### src/rtl/muxarb_pkg.sv
// Shared types and the round-robin winner search for rr_mux_arbiter.
package muxarb_pkg;

  // The search is written once for the widest legal requester count.
  localparam int MAX_N = 16;
  localparam int IDX_W = 4;

  typedef enum logic {
    IDLE  = 1'b0,
    GRANT = 1'b1
  } state_t;

  typedef struct packed {
    logic             found;
    logic [IDX_W-1:0] idx;
  } pick_t;

  // First set bit of req scanning ptr, ptr+1, ... wrapping at n (not at MAX_N).
  function automatic pick_t rr_pick(
    input logic [MAX_N-1:0] req,
    input logic [IDX_W-1:0] ptr,
    input int               n
  );
    pick_t r;
    int    j;
    r.found = 1'b0;
    r.idx   = '0;
    for (int k = 0; k < MAX_N; k++) begin
      if (k < n) begin
        j = int'(ptr) + k;
        if (j >= n) j = j - n;
        if (!r.found && req[j[IDX_W-1:0]]) begin
          r.found = 1'b1;
          r.idx   = j[IDX_W-1:0];
        end
      end
    end
    return r;
  endfunction

endpackage

### src/rtl/sel_mux.sv
// Parameterised N:1 single-bit combinational select mux.
module sel_mux #(
  parameter  int N     = 8,
  localparam int SEL_W = $clog2(N)
) (
  input  logic [N-1:0]     d,
  input  logic [SEL_W-1:0] sel,
  output logic             y
);

  assign y = d[sel];

endmodule

### src/rtl/rr_mux_arbiter.sv
// Round-robin arbiter driving a shared N:1 mux select with bounded bursts.
// Optional MUXARB_LOCK_EN adds a lock input that extends a burst past BURST_LEN.
module rr_mux_arbiter
  import muxarb_pkg::*;
#(
  parameter  int N         = 8,
  parameter  int BURST_LEN = 4,
  localparam int SEL_W     = $clog2(N)
) (
  input  logic             clk,
  input  logic             rst_n,
`ifdef MUXARB_LOCK_EN
  input  logic             lock,
`endif
  input  logic [N-1:0]     req,
  input  logic [N-1:0]     d,
  output logic [N-1:0]     gnt,
  output logic [SEL_W-1:0] sel,
  output logic             y,
  output logic             y_valid,
  output logic             busy
);

  localparam int               CNT_W    = $clog2(BURST_LEN + 1);
  localparam logic [CNT_W-1:0] CNT_MAX  = CNT_W'(BURST_LEN);
  localparam logic [CNT_W-1:0] CNT_ONE  = CNT_W'(1);
  localparam logic [SEL_W-1:0] SEL_LAST = SEL_W'(N - 1);

  state_t           state, state_nxt;
  logic [N-1:0]     gnt_nxt;
  logic [SEL_W-1:0] sel_nxt;
  logic [SEL_W-1:0] ptr, ptr_nxt;
  logic [SEL_W-1:0] sel_inc;
  logic [SEL_W-1:0] base;
  logic [SEL_W-1:0] pick_sel;
  logic [CNT_W-1:0] cnt, cnt_nxt;
  logic             req_sel;
  logic             hold;
  logic             mux_y;
  pick_t            pick;

  // Explicit wrap so a non-power-of-2 N goes N-1 -> 0, never to N.
  assign sel_inc = (sel == SEL_LAST) ? '0 : sel + 1'b1;
  assign req_sel = req[sel];

`ifdef MUXARB_LOCK_EN
  assign hold = req_sel && ((cnt < CNT_MAX) || lock);
`else
  assign hold = req_sel && (cnt < CNT_MAX);
`endif

  // On release the holder is scanned last, so a lone requester is re-granted.
  assign base     = (state == GRANT) ? sel_inc : ptr;
  assign pick     = rr_pick(MAX_N'(req), IDX_W'(base), N);
  assign pick_sel = SEL_W'(pick.idx);

  // State register
  always_ff @(posedge clk or negedge rst_n) begin
    if (!rst_n) begin
      state <= IDLE;
      gnt   <= '0;
      sel   <= '0;
      ptr   <= '0;
      cnt   <= '0;
    end else begin
      // NOTE: non-blocking assignments so every register samples pre-edge values.
      state <= state_nxt;
      gnt   <= gnt_nxt;
      sel   <= sel_nxt;
      ptr   <= ptr_nxt;
      cnt   <= cnt_nxt;
    end
  end

  // Next-state logic
  always_comb begin
    // NOTE: defaults first so no path through this block infers a latch.
    state_nxt = state;
    gnt_nxt   = gnt;
    sel_nxt   = sel;
    ptr_nxt   = ptr;
    cnt_nxt   = cnt;
    unique case (state)
      IDLE: begin
        if (pick.found) begin
          state_nxt         = GRANT;
          gnt_nxt           = '0;
          gnt_nxt[pick_sel] = 1'b1;
          sel_nxt           = pick_sel;
          cnt_nxt           = CNT_ONE;
        end
      end
      GRANT: begin
        if (hold) begin
          // Saturates at BURST_LEN while a lock stretches the burst.
          if (cnt < CNT_MAX) cnt_nxt = cnt + CNT_ONE;
        end else begin
          ptr_nxt = sel_inc;
          if (pick.found) begin
            gnt_nxt           = '0;
            gnt_nxt[pick_sel] = 1'b1;
            sel_nxt           = pick_sel;
            cnt_nxt           = CNT_ONE;
          end else begin
            state_nxt = IDLE;
            gnt_nxt   = '0;
          end
        end
      end
      default: state_nxt = IDLE;
    endcase
  end

  sel_mux #(.N(N)) u_sel_mux (
    .d   (d),
    .sel (sel),
    .y   (mux_y)
  );

  // Output logic
  always_comb begin
    busy    = (state == GRANT);
    y_valid = busy & req_sel;
    y       = y_valid ? mux_y : 1'b0;
  end

endmodule

### config.mk
export PLATFORM = sky130hd
export DESIGN_NAME = rr_mux_arbiter
export DESIGN_NICKNAME = d
export VERILOG_FILES = /design/src/rtl/muxarb_pkg.sv /design/src/rtl/sel_mux.sv /design/src/rtl/rr_mux_arbiter.sv
export SDC_FILE = /design/constraint.sdc
export NUM_CORES = 1
export LEC_CHECK = 0
export CORE_MARGIN = 10
export CORE_UTILIZATION = 29
export DETAILED_ROUTE_END_ITERATION = 7
export GPL_TIMING_DRIVEN = 0
export HOLD_SLACK_MARGIN = 0.15
export PLACE_DENSITY = 0.56
export SETUP_SLACK_MARGIN = 0.2
export SLEW_MARGIN = 20
export SYNTH_ARGS = -nofsm -noshare
export SYNTH_HDL_FRONTEND = slang
export SYNTH_SLANG_ARGS = --single-unit
### constraint.sdc
create_clock -name clk -period 4.86 [get_ports clk]
set_input_delay 0.972 -clock clk [delete_from_list [all_inputs] [get_ports clk]]
set_output_delay 0.972 -clock clk [all_outputs]
set_load 0.02 [all_outputs]
# --- Word-level counts from Yosys, hierarchy flattened ---
# Index checks and enable logic that the tools add are counted.
word_totals:
  regBits: 18
  in_bits: 18
  output_inout_bits: 14
  elab_cells: 122
op_classes:
  addsub: 17
  order_cmp: 20
  eq_ne: 4
  mux: 55
  bitwise: 3
  reduce_logical: 18
ops:
  columns: ["cell", "count"]
  rows:
  - ["less-than comparator 4 x 5 -> 1 bit (second input constant)", 8]
  - ["2-to-1 mux 5 bit", 8]
  - ["binary-select mux 1 bit (select 4 bit)", 8]
  - ["2-to-1 mux 4 bit", 8]
  - [">= comparator 4 bit (second input constant)", 7]
  - ["subtractor 4 bit (second input constant)", 7]
  - ["2-to-1 mux 8 bit", 3]
  - ["2-to-1 mux 3 bit", 7]
  - ["adder 3 x 3 -> 4 bit (second input constant)", 4]
  - ["case mux 8 bit (2 select lines)", 1]
  - ["2-to-1 mux 1 bit", 14]
  - ["case mux 3 bit (2 select lines)", 2]
  - ["logical AND 1 bit", 9]
  - ["adder 3 x 2 -> 4 bit (second input constant)", 2]
  - ["less-than comparator 3 x 4 -> 1 bit (second input constant)", 2]
  - ["logical NOT 1 bit", 7]
  - ["adder 3 x 1 -> 3 bit (second input constant)", 2]
  - ["binary-select mux 1 bit (select 3 bit)", 2]
  - ["adder 3 x 1 -> 4 bit (second input constant)", 1]
  - [">= comparator 3 x 4 -> 1 bit (second input constant)", 1]
  - ["inequality test 2 bit (second input constant)", 2]
  - ["AND reduction 2 bit", 2]
  - ["subtractor 3 x 4 -> 4 bit (second input constant)", 1]
  - ["demux 1 bit (select 3 bit)", 1]
  - ["other kinds (7)", 8]

# --- Depth between registers and ports, before layout ---
# Gate-level depths: netlist of run 1.
depth:
  ltp_word: 36
  mapped_depth: 16
  mapped_depth_nobuf: 14

# --- Modules after synthesis ---
# A second synthesis of run 1 with hierarchy kept.
unflattened:
  cells_unflattened: 203
  area_unflattened_um2: 2145.8
by_module_without_submodules:
  columns: ["mod", "instances", "cells_each", "area_each_um2", "seq_area_each_um2"]
  rows:
  - ["rr_mux_arbiter", 1, 200, 2082.0, 450.4]
  - ["sel_mux", 1, 3, 63.8, 0.0]

# --- Worst setup path before layout of run 1 ---
# OpenSTA, ideal clock, no wires.
synth_timing:
  kind: "register to register"
  from: "reg sel[1]"
  to: "reg gnt[2]"
  setup_time_ps: 121
  arrival_ps: 3842
  required_ps: 4739
  path_slack_ps: 897
  stages_incl_launch_ff: 14
  n_path_buf: 2
  period_less_slack_ps: 3963
  cell_sequence: "dfrtp_1 -> ha_1 -> ha_1 -> nor3b_2 -> nor2_1 -> buf_4 -> ha_1 -> clkbuf_1 -> clkinv_1 -> mux4_2 -> nand4_2 -> or4_4 -> a32o_2 -> a22o_1"
synth_between:
  elab_chain_cells: 36
  elab_cells_between_ends: 88
  cone_classes: "16 x add/sub; 10 x order compare; 3 x eq/ne; 42 x mux; 17 x reduce/logical"
synth_lines:
  columns: ["element", "line", "text"]
  rows:
  - ["start: declaration", "rr_mux_arbiter.sv:18", "output logic [SEL_W-1:0] sel,"]
  - ["start signal: assignment", "rr_mux_arbiter.sv:69", "sel <= sel_nxt;"]
  - ["parallel branches: the longest is 36 deep, another holds adder 3 x 1 -> 4 bit", null, null]
  - ["end signal: assignment", "rr_mux_arbiter.sv:68", "gnt <= gnt_nxt;"]
  - ["end: declaration", "rr_mux_arbiter.sv:17", "output logic [N-1:0] gnt,"]
# Parallel ways; which one is timed is not known. The select of a mux whose other input is x is not followed.
# A chain may end at the register's enable or synchronous reset.

# --- Worst setup path in the final report of run 1 ---
layout_timing:
  from: "reg sel[1]"
  to: "reg sel[0]"
layout_between:
  elab_chain_cells: 32
  elab_cells_between_ends: 80
  cone_classes: "16 x add/sub; 8 x order compare; 2 x eq/ne; 39 x mux; 15 x reduce/logical"
layout_lines:
  columns: ["element"]
  rows:
  - ["parallel branches: the longest is 32 deep, another holds adder 3 x 1 -> 4 bit"]
# Parallel ways; which one is timed is not known. The select of a mux whose other input is x is not followed.

==> metrics.md, run 1 <==
| Metric | Value |
|---|---|
| Depth of the CTS H-tree | 1 |
| Setup TNS | 0 ns |
| Vias | 1770 |
| Filler cells | 678 |
| Fmax | 234 MHz |
| Number of global-route vias before repair | 1718 |
| Starting Density | 30.2% |
| Boundary Pins | 32 |
| RSZ-0062 raised after global routing | false |
| Synthesized net count | 227 |
| Setup Skew | 0.00113 ns |
| GRT Residual Overflow | 0 |
| First-pass GRT wire length | 8850 um |
| Die area | 0.0104 mm2 |
| Top FF cell, synth | dfrtp_1 |
| Startpoint Class | flip-flop |
| FFs w/ async S/R, synth | 100% |
| Hold Buf Count CTS | 0 |
| Final setup viols | 0 |
| Total GRT Usage | 10.7% |
| Register bit count reported by yosys | 18 |
| Worst-Margin Slew | 0.842 ns |
| Worst Path Max Fanout | 10 |
| Avg Cell Area, Syn | 9.55 um2 |
| Initial antenna violation count | 0 |
| Fin crit share | 88.0% |
| CP Data Required Time | 5.05 ns |
| Row cnt | 29 |
| Final Slew Violations | 0 |
| Clk slew on worst S/H paths | 0.07 ns |
| Chip Width | 102 um |
| Register area | 450 um2 |
| CTS tree | built |
| Most frequent cells in the layout | nand2_1 (34), clkdlybuf4s50_1 (31), dfrtp_1 (18) |
| Share of layout cells above drive strength 1 | 18.5% |
| Min Clock Period, post-route | 4.28 ns |
| WL final | 5460 um |
| Port-buffer cells | 31 |
| Register area share after synthesis | 23.2% |
| Final Net Count | 263 |
| Commonest non-fill, non-tap cell in the layout | nand2_1 |
| Die height | 102 um |
| Clk_lat worst skew | 0.25 ns |
| Drt pass-1 iters | 4 |
| Mapped cell area | 0.00194 mm2 |
| Netlist cell types | 55 |
| Syn-to-layout area delta | 24.1% |
| GPL Wtd Cong | 0.824 |
| Synth area leader | dfrtp_1 |
| Gate count after technology mapping | 203 |
| Post-synth EDFFs | 0 |
| # diodes | 0 |
| Vias per cell | 5.62 |
| Crit Path Category | reg -> reg |
| CTS root buffer | clkbuf_8 |
| Bufs on Longest Clock Path | 2 |
| Sink Count | 18 |
| Total CTS buffers | 3 |
| Hpwl dp | 4340 um |
| Remaining antenna violation count | 0 |
| CP Data Arrival Time | 4.47 ns |
| Hold WC Path Type | reg -> reg |
| Synth warnings | 0 |
| Top cells by area, synth | dfrtp_1 (23%), mux4_2 (16%), nand2_1 (6.6%) |
| Status | completed |
| Worst reg2reg setup slack | 0.58 ns |
| Area of the multi-input gates | 0.00142 mm2 |
| Core Footprint | 0.00642 mm2 |
| Largest net degree at the start of global routing | 19 |
| Max_slew headroom | 43.4% |
| Remaining DRCs | 0 |
| Initial DRC count | 165 |
| Max cap viols | 0 |
| Yosys top cell area share | 23.2% |
| Crit. End Element | flip-flop |
| Endpoints failing hold | 0 |
| Avg WL per Cell | 17.3 um |
## cell type report
class,instances,area share [%]
plain buffers,8,2.23
clock buffers,4,2.29
inverters,6,0.936
multi-input cells,171,58.9
flip-flops and latches,18,18.7
well taps,77,4.00
repair buffers,31,12.9
## path summary, 6_finish.rpt
kind,startpoint,endpoint,depth (start not counted)
max in group asynchronous,rst_n,cnt[1]$_DFFE_PN0P_,1
worst min register to register,cnt[0]$_DFFE_PN0P_,cnt[0]$_DFFE_PN0P_,1
worst max register to register,sel[1]$_DFFE_PN0P_,sel[0]$_DFFE_PN0P_,12
worst min-delay path,cnt[0]$_DFFE_PN0P_,cnt[0]$_DFFE_PN0P_,1
min in group asynchronous,rst_n,busy$_DFF_PN0_,1
worst max-delay path,sel[1]$_DFFE_PN0P_,sel[0]$_DFFE_PN0P_,12
## worst max-delay path: stages, from the launching register on
cell and delay [ns]:
dfrtp_1 0.51, ha_1 0.25, ha_1 0.22, nor3b_2 0.34, nor2_1 0.12, buf_4 0.20, ha_1 0.21, xnor2_1 0.68
mux4_2 0.40, nand4_2 0.14, or4_4 0.57, a32oi_2 0.38, mux2_1 0.21
## cell usage after synthesis, types with 2 or more instances
master / instances
clkbuf_1: 3
a31oi_1: 6
mux2i_1: 7
nor3b_2: 2
nand2b_1: 3
mux2_4: 2
nor2_1: 11
inv_2: 2
and3_1: 4
o21ai_0: 14
xnor2_1: 3
buf_2: 2
mux2_2: 6
a21oi_1: 2
and2_1: 3
nor2b_1: 2
a32o_1: 2
inv_1: 2
nand2_1: 34
dfrtp_1: 18
o21ai_1: 4
ha_1: 6
clkinv_1: 2
mux4_2: 14
a22o_1: 6
nand3_1: 12
nand4_1: 3
## cells by family (layout without fill, tap and decap cells)
logic type | Yosys count | count (layout) | synth area share [%]
fa+ha+maj | 6 | 6 | 3.87
xor+xnor | 3 | 3 | 1.36
buf+inv | 14 | 49 | 3.94
flops | 18 | 18 | 23.2
simple gates | 82 | 82 | 21.9
mux | 32 | 32 | 28.0
compound gates | 48 | 48 | 17.7
## per-layer routing
layer  track usage (%)  wire length [um]  up-vias
met2              17.9              2580       53
met4              2.75                23        0
met5                 0                 0        -
met3              1.63               385        2
li1                  -                 -      858
met1              13.9              2470      857
## repair_timing
item                       CTS  global route
buffers inserted             0             0
resized for setup            0             2
setup endpoints to repair    0            11
## state kept, by name, summed over array words and instances, names as in the netlist
| signal | flops |
|---|---|
| busy | 1 |
| cnt | 3 |
| gnt | 8 |
| ptr | 3 |
| sel | 3 |
## through the flow
| stage | cell area [um2] | utilization (%) | setup slack (ns) | hold slack, ns | instances |
|---|---|---|---|---|---|
| 4_1_cts | 2400 | 37.4 | 0.319 | 0.489 | 315 |
| 5_1_grt | 2410 | 37.5 | 0.244 | 0.512 | 315 |
| 3_5_place_dp | 2350 | 36.5 | 0.309 | 0.475 | 311 |
| 6_report | 2410 | 37.5 | 0.581 | 0.484 | 315 |
| 3_3_place_gp | 2350 | 36.5 | 0.338 | 0.467 | 311 |
| 2_1_floorplan | 1940 | - | 0.897 | 0.457 | 203 |
Power of run 1 is left out: the tool's default activity adds up to more than one toggle a clock period on the data nets, which glitch-free logic cannot reach.
==> run 2, diff against run 1 <==
--- a/config.mk
+++ b/config.mk
@@ -6,11 +6,11 @@
 export NUM_CORES = 1
 export LEC_CHECK = 0
 export CORE_MARGIN = 10
-export CORE_UTILIZATION = 29
+export CORE_UTILIZATION = 54
 export DETAILED_ROUTE_END_ITERATION = 7
 export GPL_TIMING_DRIVEN = 0
 export HOLD_SLACK_MARGIN = 0.15
-export PLACE_DENSITY = 0.56
+export PLACE_DENSITY = 0.88
 export SETUP_SLACK_MARGIN = 0.2
 export SLEW_MARGIN = 20
 export SYNTH_ARGS = -nofsm -noshare
==> run 2 against run 1 <==
Net effect: critical endpoint is now gnt[0]$_DFFE_PN0P_; critical path type unchanged; worst setup slack better by 0.00065 ns; count of clock-buffer cells in the layout unchanged; critical path depth up 2; die area down 38%; final area down 2.3%; utilization up 31 points; sequential share of layout area up 0.44 points; highest routed layer unchanged; final cell count down 9.8%.
==> metrics.md, run 2 (synthesized netlist as in run 1, its figures left out) <==
| Metric | Value |
|---|---|
| CTS root buffer | clkbuf_4 |
| Area of the multi-input gates | 0.00142 mm2 |
| Clk slew on worst S/H paths | 0.10 ns |
| Fin crit share | 88.0% |
| Crit Path Category | reg -> reg |
| Die area | 0.00639 mm2 |
| Vias | 1834 |
| Setup Skew | 0.00676 ns |
| Worst reg2reg setup slack | 0.58 ns |
| Row cnt | 21 |
| Min Clock Period, post-route | 4.28 ns |
| Drt pass-1 iters | 4 |
| First-pass GRT wire length | 8420 um |
| Total GRT Usage | 16.0% |
| RR Startpoint | sel[1]$_DFFE_PN0P_ |
| Largest net degree at the start of global routing | 19 |
| Depth of the CTS H-tree | 1 |
| CP Data Arrival Time | 4.50 ns |
| Final Net Count | 263 |
| Total CTS buffers | 3 |
| Syn-to-layout area delta | 21.3% |
| Avg WL per Cell | 18.0 um |
| R2R cell count | 14 |
| Die height | 79.9 um |
| Max reg flops | 8 |
| Vias per cell | 6.46 |
| Filler cells | 259 |
| Register area | 450 um2 |
| Sink Count | 18 |
| Final setup viols | 0 |
| GPL Wtd Cong | 0.948 |
| Hpwl dp | 4090 um |
| Remaining DRCs | 0 |
| Commonest non-fill, non-tap cell in the layout | nand2_1 |
| # diodes | 0 |
| Status | completed |
| Max cap viols | 0 |
| Clk_lat worst skew | 0.30 ns |
| Worst-Margin Slew | 0.770 ns |
| RSZ-0062 raised after global routing | false |
| Port-buffer cells | 31 |
| Crit. Startpoint | sel[1]$_DFFE_PN0P_ |
| Number of global-route vias before repair | 1745 |
| Share of layout cells above drive strength 1 | 18.9% |
| FF-to-FF End | gnt[0]$_DFFE_PN0P_ |
| Setup TNS | 0 ns |
| Boundary Pins | 32 |
| Most frequent cells in the layout | nand2_1 (34), clkdlybuf4s50_1 (31), dfrtp_1 (18) |
| Endpoints failing hold | 0 |
| Starting Density | 56.8% |
| Bufs on Longest Clock Path | 2 |
| Remaining antenna violation count | 0 |
| Top reg by flops | gnt |
| Core Footprint | 0.00342 mm2 |
| Crit. End Element | flip-flop |
| Startpoint Class | flip-flop |
| Worst setup path endpoint | gnt[0]$_DFFE_PN0P_ |
| Max_slew headroom | 48.5% |
| GRT Residual Overflow | 0 |
| WL final | 5120 um |
| Chip Width | 79.9 um |
| Initial antenna violation count | 0 |
| CTS tree | built |
| Worst Path Max Fanout | 10 |
| Hold WC Path Type | reg -> reg |
| Final Slew Violations | 0 |
| Initial DRC count | 138 |
| CP Data Required Time | 5.09 ns |
| Fmax | 234 MHz |
[run 2: routing by layer]
layer	vias to the layer above	GRT usage, %	wire [um]
met1	878	20.5	2150
met4	0	4.05	84
met2	88	26.9	2460
li1	856	-	-
met5	-	0	0
met3	12	2.59	419
[run 2: worst min path at each step]
stage	start	to	slack, ns	cells after the start
final	gnt[1]$_DFFE_PN0P_	gnt[1]$_DFFE_PN0P_	0.49	2
after global routing	gnt[1]$_DFFE_PN0P_	gnt[1]$_DFFE_PN0P_	0.51	2
after CTS	gnt[1]$_DFFE_PN0P_	gnt[1]$_DFFE_PN0P_	0.50	2
after detailed placement	gnt[5]$_DFFE_PN0P_	gnt[5]$_DFFE_PN0P_	0.48	2
after global placement	cnt[0]$_DFFE_PN0P_	cnt[0]$_DFFE_PN0P_	0.46	1
after floorplan	cnt[0]$_DFFE_PN0P_	cnt[0]$_DFFE_PN0P_	0.46	1
[run 2: stage by stage]
step / util (%) / instance area, um2 / hold WS [ns] / cells / setup WS [ns]
CTS: 68.6 / 2340 / 0.498 / 284 / 0.312
global placement: 67.5 / 2310 / 0.465 / 280 / 0.442
floorplan: - / 1940 / 0.457 / 203 / 0.897
detailed placement: 67.5 / 2310 / 0.476 / 280 / 0.322
finish: 68.9 / 2350 / 0.489 / 284 / 0.582
global route: 68.9 / 2350 / 0.510 / 284 / 0.244
[run 2: worst max-delay path, stage by stage, from the launching register on]
cell,delay (ns)
dfrtp_1,0.52
ha_1,0.25
ha_1,0.22
nor3b_2,0.33
nor2_1,0.12
buf_4,0.20
ha_1,0.29
clkbuf_2,0.19
inv_2,0.17
mux4_2,0.62
and4_1,0.21
a31oi_1,0.39
nor3b_2,0.33
o21ai_0,0.20
o21ai_1,0.15
[run 2: cell type report]
class	instances	share of cell area (%)
Buffer	8	2.34
Inverter	6	0.957
Multi-Input combinational cell	171	60.4
Tap cell	46	2.45
Clock buffer	4	1.54
Timing Repair Buffer	31	13.2
Sequential cell	18	19.1
[run 2: repair_timing]
item	in CTS	in global routing
setup endpoints to repair	0	11
resized for setup	0	4
hold buffers	0	0
buffers inserted	0	0
Power of run 2 is left out for the same reason.
==> run 3, diff against run 2 <==
--- a/config.mk
+++ b/config.mk
@@ -5,6 +5,7 @@
 export SDC_FILE = /design/constraint.sdc
 export NUM_CORES = 1
 export LEC_CHECK = 0
+export CORE_ASPECT_RATIO = 0.5
 export CORE_MARGIN = 10
 export CORE_UTILIZATION = 54
 export DETAILED_ROUTE_END_ITERATION = 7
==> run 3 against run 2 <==
Net effect: via count grew 6.3%; highest routed layer unchanged; routed wire length grew 13%; die area up 2.3%; worst setup slack improved by 0.057 ns; global-route usage up 1.1 points.
==> metrics.md, run 3 (synthesized netlist as in run 1, its figures left out) <==
| Metric | Value |
|---|---|
| Final Net Count | 263 |
| Starting Density | 56.5% |
| Worst hold stages | 2 |
| Setup bufs post-CTS | 0 |
| Worst Path Max Fanout | 9 |
| Max incr delay on CP | 0.56 ns |
| RSZ-0062 raised after global routing | false |
| Initial DRC count | 254 |
| Startpoint Class | flip-flop |
| Total CTS buffers | 3 |
| Remaining DRCs | 0 |
| Drt pass-1 iters | 6 |
| Vias per cell | 6.75 |
| Crit. End Element | flip-flop |
| Worst path slowest cell | or4_4 |
| Worst-path cell chain | ha_1, ha_1, nor3b_2, nor2_1, clkinv_1, ha_1, xnor2_1, mux4_2, nand4_2, or4_4, a32oi_2, a22o_1 |
| GRT Residual Overflow | 0 |
| R2R cell count | 12 |
| Clk_lat worst skew | 0.25 ns |
| Worst-Margin Slew | 0.798 ns |
| Cell mode on critical path | ha_1 |
| WL final | 5790 um |
| Setup TNS | 0 ns |
| Core Footprint | 0.00343 mm2 |
| CP Data Required Time | 5.05 ns |
| Max_slew headroom | 46.7% |
| Status | completed |
| Final Slew Violations | 0 |
| Syn-to-layout area delta | 22.9% |
| CTS tree | built |
| Setup Skew | 0.00247 ns |
| Min Clock Period, post-route | 4.22 ns |
| RR Startpoint | sel[1]$_DFFE_PN0P_ |
| CP Data Arrival Time | 4.41 ns |
| Largest net degree at the start of global routing | 19 |
| Most frequent cells in the layout | nand2_1 (34), clkdlybuf4s50_1 (31), dfrtp_1 (18) |
| Initial antenna violation count | 0 |
| Hold path endpoint | gnt[4]$_DFFE_PN0P_ |
| Number of global-route vias before repair | 1843 |
| Die height | 62.4 um |
| Fin crit share | 86.8% |
| # diodes | 0 |
| Row cnt | 15 |
| Clk slew on worst S/H paths | 0.07 ns |
| Chip Width | 105 um |
| Total GRT Usage | 17.0% |
| FF-to-FF End | gnt[7]$_DFFE_PN0P_ |
| Max cap viols | 0 |
| Vias | 1950 |
| GPL Wtd Cong | 0.927 |
| Boundary Pins | 32 |
| Sink Count | 18 |
| Avg WL per Cell | 20.0 um |
| Bufs on Longest Clock Path | 2 |
| Max reg flops | 8 |
| Remaining antenna violation count | 0 |
| Endpoints failing hold | 0 |
| CTS root buffer | clkbuf_8 |
| Top reg by flops | gnt |
| Final setup viols | 0 |
| Commonest non-fill, non-tap cell in the layout | nand2_1 |
| Fmax | 237 MHz |
| Crit Path Category | reg -> reg |
| Port-buffer cells | 31 |
| Hold WC Path Type | reg -> reg |
| Depth of the CTS H-tree | 1 |
| Share of layout cells above drive strength 1 | 19.3% |
| Hold path start | gnt[4]$_DFFE_PN0P_ |
| First-pass GRT wire length | 9490 um |
| Worst reg2reg setup slack | 0.64 ns |
| Hpwl dp | 4330 um |
| Die area | 0.00653 mm2 |
==> run 3: how the worst max path moves through the flow <==
stage	depth (start not counted)	endpoint	slack [ns]	start
6_report	12	gnt[7]$_DFFE_PN0P_	0.64	sel[1]$_DFFE_PN0P_
5_1_grt	15	gnt[5]$_DFFE_PN0P_	0.39	sel[1]$_DFFE_PN0P_
4_1_cts	14	gnt[7]$_DFFE_PN0P_	0.28	sel[1]$_DFFE_PN0P_
3_5_place_dp	14	gnt[7]$_DFFE_PN0P_	0.36	sel[1]$_DFFE_PN0P_
3_3_place_gp	14	gnt[0]$_DFFE_PN0P_	0.49	sel[1]$_DFFE_PN0P_
2_1_floorplan	13	gnt[2]$_DFFE_PN0P_	0.90	sel[1]$_DFFE_PN0P_
==> run 3: per-layer routing <==
metal,routed length [um],track usage (%),vias to the layer above
met4,105,5.44,0
met5,0,0,-
met3,408,3.50,18
met1,2350,21.9,956
met2,2930,28.0,118
li1,-,-,858
==> run 3: layout make-up <==
class                      instances  area, um2
inverter                           6       22.5
clock buffer                       4       55.1
multi-input combinational        171       1430
sequential                        18        450
buffer                             8       55.1
timing repair buffer              31        310
fill                             278       1050
tap                               51       63.8
==> run 3: critical path, delay by kind of cell (launching register included) <==
| family | cells | cell delay [ns] |
|---|---|---|
| compound gates | 2 | 0.56 |
| xor+xnor | 1 | 0.52 |
| fa+ha+maj | 3 | 0.80 |
| buf+inv | 1 | 0.30 |
| flops | 1 | 0.54 |
| mux | 1 | 0.46 |
| simple gates | 4 | 0.96 |
==> run 3: per-stage QoR <==
step                      hold slack (ns)  cell area (um2)  util, %  worst slack, ns  cells
after global placement              0.466             2310     67.4            0.493    285
after detailed placement            0.476             2310     67.4            0.357    285
after CTS                           0.490             2370     69.0            0.278    289
final                               0.488             2380     69.4            0.639    289
after global routing                0.536             2380     69.4            0.393    289
after floorplan                     0.457             1940        -            0.897    203
==> run 3: what timing repair did <==
item	CTS	global route
setup endpoints to repair	0	11
resized for setup	0	5
hold buffers	0	0
Power of run 3 is left out for the same reason.
==> patch 1, RTL diff (settings of run 3) <==
Build with the macro `MUXARB_LOCK_EN` defined.
--- a/src/rtl/rr_mux_arbiter.sv
+++ b/src/rtl/rr_mux_arbiter.sv
@@ -1,5 +1,7 @@
 // Round-robin arbiter driving a shared N:1 mux select with bounded bursts.
 // Optional MUXARB_LOCK_EN adds a lock input that extends a burst past BURST_LEN.
+`define MUXARB_LOCK_EN
+
 module rr_mux_arbiter
   import muxarb_pkg::*;
 #(
Interface: changed (added lock); port bits go from 32 to 33. No check against the original RTL was run, so the function may have changed too.
==> patch 1 against run 3 <==
  * Global-route usage grew 0.81 points
  * Synthesized area grew 12%
  * First-iteration DRC count shrank 37%
  * Routed wire length grew 8.8%
  * Synthesized cell count grew 12%
  * Worst setup slack lost 0.32 ns
  * Non-clock buffer count grew 8
  * Design area grew 8.6%
  * Cell count grew 9.0%
  * Sequential cell count is the same
  * Critical path type is now in -> out
Power is not shown: default switching activity piles up to over one toggle a cycle in this logic, so the estimate is an artifact.
==> patch 1: results (changes against run 3) <==
[logic_synthesis]
syn-num-nets=253  ; +11%
synth-seq-area-share_pct=20.8  ; -2.5 points
yosys.area_share.adder_pct=3.46  ; -0.41 points
synth_common_cells=30 x nand2_1, 23 x mux2i_1, 18 x dfrtp_1
ys_types=51  ; -7.3%
synth_area_leaders=dfrtp_1 21%, mux4_2 18%, mux2i_1 11%
synth-compound-area-share_pct=20.3  ; +2.5 points
synth_xor_area_share_pct=1.21  ; -0.14 points

[critical_path]
worstPathArrival_ns=3.56  ; -0.85 ns
r2r-end=gnt[3]
reg2reg_depth=14  ; +2
critical_path.max_fanout=10  ; +1

[worst_hold_path]
hold_end=cnt[0]
min_from=cnt[0]
hold_depth=1  ; -1

[outcome]
status=finished clean

[grt]
grt_pass1_wl_um=10400  ; +9.8%
track_usage_pct=17.8  ; +0.81 points

[place]
gp_congestion=1.02  ; +9.7%
io_buffers=28  ; -9.7%

[sta]
tightest_slew_ns=0.800  ; +0.00276 ns
final.setup_skew_ns=0.00101  ; -0.00146 ns

[die]
start_util_pct=55.8  ; -0.64 points

[drt]
wl_per_cell_um=20.0  ; -0.22%

[final_layout]
drive_gt1_share_pct=17.6  ; -1.7 points

patch 1: layer usage:
metal	part of all wire (%)	track usage [%]
met1	40	23.6
met2	48	29.3
met3	8.9	2.37
met4	3.1	6.13
met5	0	0
patch 1: worst max path at each step:
stage                       from  endpoint  slack (ns)  depth (start not counted)
final                     req[4]         y        0.32                          7
after global routing      sel[1]    gnt[3]        0.22                         14
after CTS                 sel[1]    gnt[3]        0.22                         13
after detailed placement  sel[1]    gnt[3]        0.23                         13
after global placement    sel[1]    gnt[3]        0.37                         13
after floorplan           sel[1]    gnt[1]        0.74                         13
patch 1: cell families (layout without fill, tap and decap cells):
family | Yosys count | in the layout
AOI/OAI and AO/OA | 59 | 59
buffers and inverters | 24 | 57
muxes | 46 | 46
adders and majority gates | 6 | 6
DFF | 18 | 18
xor gates and xnor gates | 3 | 3
and+or+nand+nor | 72 | 72
patch 1: layout make-up:
cell class	count	area (um^2)
Inverter	7	28.8
Sequential cell	18	450
Multi-Input combinational cell	186	1630
Timing Repair Buffer	30	295
Buffer	17	80.1
Fill cell	299	1290
Tap cell	54	67.6
Clock buffer	3	41.3
patch 1: metrics by stage:
step	hold WS, ns	utilization [%]	instances	worst slack (ns)	instance area, um^2
CTS	0.500	65.9	313	0.221	2560
global route	0.515	66.7	315	0.215	2590
detailed placement	0.489	64.8	310	0.229	2520
finish	0.497	66.7	315	0.324	2590
global placement	0.468	64.8	310	0.366	2520
floorplan	0.457	-	228	0.739	2170
patch 1: worst max-delay path: stages:
cell and delay, ns:
clkdlybuf4s50_1 0.50, clkbuf_1 0.41, mux4_2 0.34, mux2i_1 0.10, nor2b_1 0.41, nor2b_1 0.20, clkdlybuf4s50_1 0.63
==> patch 2, RTL diff (settings of run 3) <==
Without the edit above. Make the reset (`rst_n`) synchronous in one clocked block.
--- a/src/rtl/rr_mux_arbiter.sv
+++ b/src/rtl/rr_mux_arbiter.sv
@@ -55,7 +55,7 @@
   assign pick_sel = SEL_W'(pick.idx);
 
   // State register
-  always_ff @(posedge clk or negedge rst_n) begin
+  always_ff @(posedge clk) begin
     if (!rst_n) begin
       state <= IDLE;
       gnt   <= '0;
Function: differs if rst_n is asserted again (counterexample within 4 cycles, from zero or initial values and one cycle with rst_n low); with rst_n held inactive, the same outputs for 4 cycles.
==> patch 2 against run 3 <==
  * Sequential cell count unchanged
  * Routed wire length up 1.5%
  * Largest cell class unchanged
  * Non-clock buffer count rose by 2
  * Synthesized area grew 0.45%
  * Design area up 0.84%
  * Maximum frequency is 3.5% lower
  * Worst setup slack got worse by 0.15 ns
==> patch 2: results (changes against run 3) <==
[outcome]
status=finished clean

[cts]
cts_root_buffer=clkbuf_8
clk_pin_slew_ns=0.07  ; about the same
cts_buffers=3  ; unchanged
clock_latency_ns=0.26
htreeDepth=1  ; unchanged
cts.path.max_buffers=2  ; unchanged

[place]
gp_congestion=0.977  ; +5.5%
io_buffers=31  ; unchanged
place_area_um2=2320  ; +0.38%
detailed_place_hpwl_um=4640  ; +7.2%

[power_and_ir_drop]
ir_drop_mv=0.351
clk-power_uw=123
pg_seq_uw=224
leakage_uw=0.000917
p_int_uw=830

[final_layout]
largest_register_ffs=8  ; unchanged
nets=289  ; +9.9%
largest_register=gnt
antenna_cells=0  ; unchanged
drive_gt1_share_pct=14.8  ; -4.6 points

[logic_synthesis]
synth_common_cells=18 x dfxtp_1, 18 x nand2_1, 16 x nand3_1
synth_warnings=0  ; unchanged
syn-num-nets=252  ; +11%
synth-seq-area-share_pct=18.5  ; -4.7 points
ys_types=57  ; +3.6%
synthArstFlopShare_pct=0  ; -100 points
synth_area_leaders=dfxtp_1 18%, mux4_2 13%, mux2i_1 6.2%

[grt]
grt_pass1_vias=1936  ; +5.0%
grt_max_degree=12  ; -7
antenna_found_initial=0  ; unchanged
grt_pass1_wl_um=9570  ; +0.87%
track_usage_pct=16.9  ; -0.16 points

[sta]
final.setup_skew_ns=0.00131  ; -0.00116 ns
slew_headroom_pct=52.0  ; +5.3 points

[critical_path]
critical_path.max_fanout=9  ; unchanged
cpPeakStageDelay_ns=0.60  ; +0.04 ns
cp_slowest_cell=or4_4
cp_top_family=simple AND/OR/NAND/NOR gates
worstPathArrival_ns=4.52  ; +0.11 ns

[drt]
drt-total-wl_um=5880  ; +1.5%
first_iter_violations=124  ; -51%
drtPass1Iterations=5  ; -1
vias=2045  ; +4.9%

[worst_hold_path]
hold_path.class=reg -> reg

==> patch 2: layer usage <==
layer | share of wire [%] | wire length (um) | vias to the layer above | track usage, %
li1 | - | - | 956 | -
met1 | 43 | 2520 | 978 | 22.2
met3 | 7.7 | 453 | 9 | 2.37
met2 | 47 | 2790 | 102 | 27.4
met5 | 0 | 0 | - | 0
met4 | 1.9 | 110 | 0 | 6.12
==> patch 2: repair_timing <==
action | CTS | global route
setup buffers | 0 | 1
hold endpoints to repair | 0 | 0
gates resized for setup | 0 | 6
endpoints found under the setup margin | 0 | 14
==> patch 2: area by class of cell <==
type,instances,area [um^2]
buffer,9,58.8
sequential,18,360
inverter,12,45.0
multi-input combinational,189,1500
tap,51,63.8
clock buffer,4,55.1
timing repair buffer,32,318
fill,278,1050
==> patch 2: logic make-up after synthesis <==
kind of cell               count (synthesis)  synth area share, %
AOI/OAI and AO/OA                         73                 25.5
muxes                                     24                 19.5
DFF                                       18                 18.5
adders and majority gates                  6                 3.85
buffers and inverters                     21                 5.27
xor gates and xnor gates                   4                 1.80
and+or+nand+nor                           82                 25.6
==> patch 2: final timing paths <==
kind,endpoint,slack (ns),from,cells after the start
worst min-delay path,gnt[5],0.45,gnt[5],2
worst min register to register,gnt[5],0.45,gnt[5],2
worst max-delay path,gnt[1],0.49,sel[1],15
worst max register to register,gnt[1],0.49,sel[1],15
==> patch 2: per-stage QoR <==
stage,std cells,util (%),worst slack (ns),total power (uW)
2_1_floorplan,228,-,0.763,1230
3_3_place_gp,310,67.2,0.243,1530
3_5_place_dp,310,67.2,0.256,1550
4_1_cts,314,68.8,0.205,1690
5_1_grt,315,69.6,0.273,1850
6_report,315,69.6,0.486,1730
